===== config.mk =====
export PLATFORM = sky130hd
export DESIGN_NAME = key_event_fsm
export DESIGN_NICKNAME = d
export VERILOG_FILES = /design/src/rtl/key_event_fsm.sv
export SDC_FILE = /design/constraint.sdc
export NUM_CORES = 1
export LEC_CHECK = 0
export ABC_AREA = 1
export CELL_PAD_IN_SITES_DETAIL_PLACEMENT = 0
export CELL_PAD_IN_SITES_GLOBAL_PLACEMENT = 1
export CORE_ASPECT_RATIO = 1.2
export CORE_MARGIN = 4
export CORE_UTILIZATION = 42
export DETAILED_ROUTE_END_ITERATION = 10
export GPL_TIMING_DRIVEN = 0
export HOLD_SLACK_MARGIN = 0.02
export PLACE_DENSITY_LB_ADDON = 0.08
export REMOVE_ABC_BUFFERS = 1
export SETUP_SLACK_MARGIN = 0.02
export SYNTH_ARGS = -nofsm -noshare
export SYNTH_HDL_FRONTEND = slang
export SYNTH_SLANG_ARGS = --single-unit

===== constraint.sdc =====
create_clock -name clk -period 2.35 [get_ports clk]
set_input_delay 0.235 -clock clk [delete_from_list [all_inputs] [get_ports clk]]
set_output_delay 0.235 -clock clk [all_outputs]
set_load 0.01 [all_outputs]

===== src/rtl/key_event_fsm.sv =====
// Purpose: turn a debounced key level into press/release/short/long/repeat pulses plus a press counter.
// Latency: press_pulse and key_held one cycle after key_level is first sampled high; release one cycle after first low sample.
// Backpressure: none; every pulse is a one-cycle registered output that downstream logic must take when it appears.
module key_event_fsm #(
  parameter int LONG_CYCLES   = 50,
  parameter int REPEAT_CYCLES = 10,
  parameter int CNT_W         = 8
) (
  input  logic       clk,
  input  logic       rst_n,
  input  logic       key_level,
  output logic       press_pulse,
  output logic       release_pulse,
  output logic       short_pulse,
  output logic       long_pulse,
  output logic       repeat_pulse,
  output logic       key_held,
  output logic [7:0] press_count
);

  typedef enum logic [1:0] {
    IDLE    = 2'd0,
    PRESSED = 2'd1,
    REPEAT  = 2'd2
  } state_t;

  localparam logic [CNT_W-1:0] LONG_THR   = CNT_W'(LONG_CYCLES);
  localparam logic [CNT_W-1:0] REPEAT_THR = CNT_W'(REPEAT_CYCLES);
  localparam logic [CNT_W-1:0] CNT_ONE    = CNT_W'(1);

  state_t           state;
  logic [CNT_W-1:0] cnt;
  // Resets to 1 so a key already held when reset lifts needs a fresh release/press.
  logic             key_d;

  // Single state machine: edge detect, hold-duration counting and all registered outputs.
  always_ff @(posedge clk or negedge rst_n) begin
    if (!rst_n) begin
      state         <= IDLE;
      cnt           <= '0;
      key_d         <= 1'b1;
      press_pulse   <= 1'b0;
      release_pulse <= 1'b0;
      short_pulse   <= 1'b0;
      long_pulse    <= 1'b0;
      repeat_pulse  <= 1'b0;
      key_held      <= 1'b0;
      press_count   <= 8'd0;
    end else begin
      key_d         <= key_level;
      // Pulses drop back to 0 unless a branch below raises them this cycle.
      press_pulse   <= 1'b0;
      release_pulse <= 1'b0;
      short_pulse   <= 1'b0;
      long_pulse    <= 1'b0;
      repeat_pulse  <= 1'b0;

      case (state)
        IDLE: begin
          if (key_level && !key_d) begin
            state       <= PRESSED;
            press_pulse <= 1'b1;
            cnt         <= CNT_ONE;
            press_count <= press_count + 8'd1;
            key_held    <= 1'b1;
          end else begin
            key_held    <= 1'b0;
          end
        end

        PRESSED: begin
          // Release is checked first so a release on the threshold edge suppresses long_pulse.
          if (!key_level) begin
            state         <= IDLE;
            release_pulse <= 1'b1;
            short_pulse   <= 1'b1;
            cnt           <= '0;
            key_held      <= 1'b0;
          end else if (cnt == LONG_THR) begin
            state      <= REPEAT;
            long_pulse <= 1'b1;
            cnt        <= CNT_ONE;
            key_held   <= 1'b1;
          end else begin
            cnt      <= cnt + CNT_ONE;
            key_held <= 1'b1;
          end
        end

        REPEAT: begin
          // Same release-first priority; a long press never reports short.
          if (!key_level) begin
            state         <= IDLE;
            release_pulse <= 1'b1;
            cnt           <= '0;
            key_held      <= 1'b0;
          end else if (cnt == REPEAT_THR) begin
            repeat_pulse <= 1'b1;
            cnt          <= CNT_ONE;
            key_held     <= 1'b1;
          end else begin
            cnt      <= cnt + CNT_ONE;
            key_held <= 1'b1;
          end
        end

        default: begin
          state    <= IDLE;
          cnt      <= '0;
          key_held <= 1'b0;
        end
      endcase
    end
  end

endmodule


==> summary.md <==
| Metric | Value |
|---|---|
| Fmax | `639 MHz` |
| # H-tree levels | `1` |
| Synth Area in Compound Gates | `6.23%` |
| Synth Warn # | `0` |
| Commonest non-fill, non-tap cell in the layout | `nand2_1` |
| Post-route clock period utilization | `between 60% and 70%` |
| XOR/XNOR share of the synthesized area | `under 10%` |
| Final std cells w/o fill | `201` |
| Peak VDD IR | `between 700 and 800 µV` |
| Mapped Avg Cell Area | `between 8 and 9 µm²` |
| Clk pwr share | `roughly 14%` |
| Slew Limit Fails | `0` |
| Post-DR vias/cell | `approximately 4.9` |
| Post-synthesis mux area share | `0%` |
| Starting DRC count in detailed routing | `between 40 and 50` |
| Core footprint | `about 0.0029 mm²` |
| WL met1 | `between 1 and 1.5 mm` |
| R2R Path End | `press_count[7]$_DFFE_PN0P_` |
| Reg power frac | `between 40% and 50%` |
| CP Buf/Inv Count | `1` |
| Critical Path Max Stage Delay | `560 ps` |
| Detail Route Antenna Nets | `0` |
| Worst r2r src | `state[0]$_DFFE_PN0P_` |
| TritonCTS Buffers | `3` |
| Synth Instances | `~150` |
| Final setup viols | `0` |
| Mapped Area | `between 0.001 and 0.0015 mm²` |
| Initial DRT Pass Iterations | `4` |
| Post-synth cell types | `21` |
| # rows | `21` |
| Routed length on met3 | `99 µm` |
| Clk_lat worst skew | `approximately 320 ps` |
| FFs w/ async S/R, synth | `100%` |
| Critical Path Fanout Max | `4` |
| Switching share of power | `about two fifths` |
| Post-CTS Setup Inserts | `0` |
| FF+latch count, synth | `25` |
| Prevailing post-synth register cell | `dfrtp_1` |
| CTS Hold Buffers Added | `0` |
| Final hold vios | `0` |
| Top Layer Used | `met4` |
| First-pass GRT wire length | `4.06 mm` |
| Number of global-route vias before repair | `roughly 960` |
| Clock transition at the registers of the reported paths | `130 ps` |
| Initial antenna violation count | `0` |
| Initial Utilization | `a little under half` |
| Total wire length | `2.36 mm` |
| Area delta synth->final | `16.7%` |
| Worst Path Arrival | `approximately 1300 ps` |
| Largest family of logic cells by synthesized area | `simple AND/OR/NAND/NOR gates` |
| HP Class | `in2async` |
| Startpoint types | `register` |
| Crit path cell chain | `clkdlybuf4s50_1` |
| Kind of critical path | `reg2out` |
| Worst r2r path cells | `9` |
| Setup skew after layout | `1.47 ps` |
| Leak pwr | `approximately 0.73 nW` |
| RSZ-0062 raised after global routing | `false` |
| CTS max path bufs | `2` |
| Cts repair resizes | `0` |
| Critical path endpoint category | `primary output` |
| Detail Placement HPWL | `between 1.5 and 2 mm` |
| EDFF count, synth | `0` |
| Outcome | `completed` |
| DRC Markers | `0` |
| DR vias | `977` |
| Final Power | `approximately 1.3 mW` |
| Slowest stage cell, crit path | `clkdlybuf4s50_1` |
| Most frequent cells in the layout | `nand2_1, dfrtp_1, inv_1` |
| WL met2 | `1.12 mm` |
| Worst EP required | `approximately 2100 ps` |
| Simple-Gate Fraction of Synth Area | `25.8%` |
| RePlAce Congestion | `0.809` |
| Comb pwr share | `between 30% and 40%` |
| Die area | `0.00407 mm²` |
| R2r setup slk | `a little under 800 ps` |
| Layout cell share with drive strength beyond 1 | `about 9%` |
| Slew Limit Headroom | `between 20% and 30%` |
| Max Cap Violations | `0` |
| Setup TNS | `0 ps` |
| CTS tree | `yes` |
| Sequential area share after synthesis | `roughly half` |
| DR WL/cell | `approximately 12 µm` |
| Port Buffers | `16` |
| GR Util All Layers | `roughly an eighth` |
| CP top delay family | `buffers and inverters` |
| Placed Instances | `197` |
| Die W | `just under 60 µm` |
| Post-Synth Adder-Cell Area | `6.71%` |
| Int Pwr | `0.827 mW` |
| Pwr per Cell Area | `between 800 and 900 mW/mm²` |
| GR Overflow Total | `0` |
| Post-layout min period | `between 1500 and 2000 ps` |
| Die H | `just under 70 µm` |
| Largest net degree at the start of global routing | `26` |
| Antenna diode count | `0` |
| CTS Root Cell | `clkbuf_4` |
| P_sw | `just over 0.5 mW` |
| Worst-Margin Slew | `~1100 ps` |
| Io pins | `17` |
| Final #Nets | `about 180` |
| Clock Sinks | `25` |
-- metal layers --
metal	global-route usage, %	vias up
met4	6.05	0
met5	0	-
met2	21.3	16
met3	2.24	5
li1	-	498
met1	15.5	458
-- final cells by class --
| cell class | instances | area, µm² |
|---|---|---|
| fill | 308 | 1370 |
| sequential | 25 | 627 |
| multi-input combinational | 100 | 584 |
| timing repair buffer | 16 | 160 |
| inverter | 22 | 82.6 |
| tap | 34 | 42.5 |
| clock buffer | 4 | 26.3 |
-- synth_stat cells, types with 2 or more instances --
cell type / count / share of area, %
nand2_1: 36 / 10
o21ai_0: 7 / 2.7
nor2_1: 14 / 4.0
xnor2_1: 3 / 2.0
xor2_1: 6 / 4.0
dfrtp_1: 24 / 46
a21oi_1: 6 / 2.3
inv_1: 21 / 6.0
nor2_4: 2 / 1.7
nand3_1: 9 / 3.5
nand3_2: 3 / 2.3
nor2_2: 2 / 0.96
ha_1: 7 / 6.7
-- worst max-delay path by stage --
| stage | endpoint | start | slack (ps) | cells after the start |
|---|---|---|---|---|
| 2_1_floorplan | press_count[7]$_DFFE_PN0P_ | state[0]$_DFFE_PN0P_ | 960 | 9 |
| 3_3_place_gp | cnt[7]$_DFFE_PN0P_ | key_level | 560 | 7 |
| 3_5_place_dp | cnt[7]$_DFFE_PN0P_ | key_level | 510 | 7 |
| 4_1_cts | press_count[3] | press_count[3]$_DFFE_PN0P_ | 760 | 1 |
| 5_1_grt | press_count[7]$_DFFE_PN0P_ | state[0]$_DFFE_PN0P_ | 650 | 9 |
| 6_report | press_count[3] | press_count[3]$_DFFE_PN0P_ | 780 | 1 |
-- stage by stage --
step	utilization [%]	instance area, µm²	worst slack [ps]	hold WS, ps
final	52.7	1520	785	506
after global routing	52.7	1520	646	569
after CTS	52.7	1520	761	514
after detailed placement	51.8	1500	510	482
after global placement	51.8	1500	558	474
after floorplan	-	1290	955	-60.6
-- registers in the layout, summed over array words and instances, names as in the netlist --
signal	count
cnt	8
release_pulse	1
press_pulse	1
repeat_pulse	1
key_held	1
press_count	8
long_pulse	1
state	2
key_d	1
short_pulse	1
-- cells by family (layout without fill, tap and decap cells) --
| group | Yosys count | count (layout) |
|---|---|---|
| flops | 25 | 25 |
| compound gates | 14 | 14 |
| buf+inv | 23 | 42 |
| fa+ha+maj | 7 | 7 |
| simple gates | 70 | 70 |
| xor+xnor | 9 | 9 |
-- power by group through the flow --
| stage | sequential (mW) | combinational (mW) | clock [mW] |
|---|---|---|---|
| 2_1_floorplan | 0.643 | 0.304 | 0 |
| 3_3_place_gp | 0.622 | 0.536 | 0 |
| 3_5_place_dp | 0.627 | 0.543 | 0 |
| 4_1_cts | 0.619 | 0.547 | 0.199 |
| 5_1_grt | 0.638 | 0.608 | 0.215 |
| 6_report | 0.618 | 0.534 | 0.189 |
No activity file was read; power rests on OpenSTA's default activity.
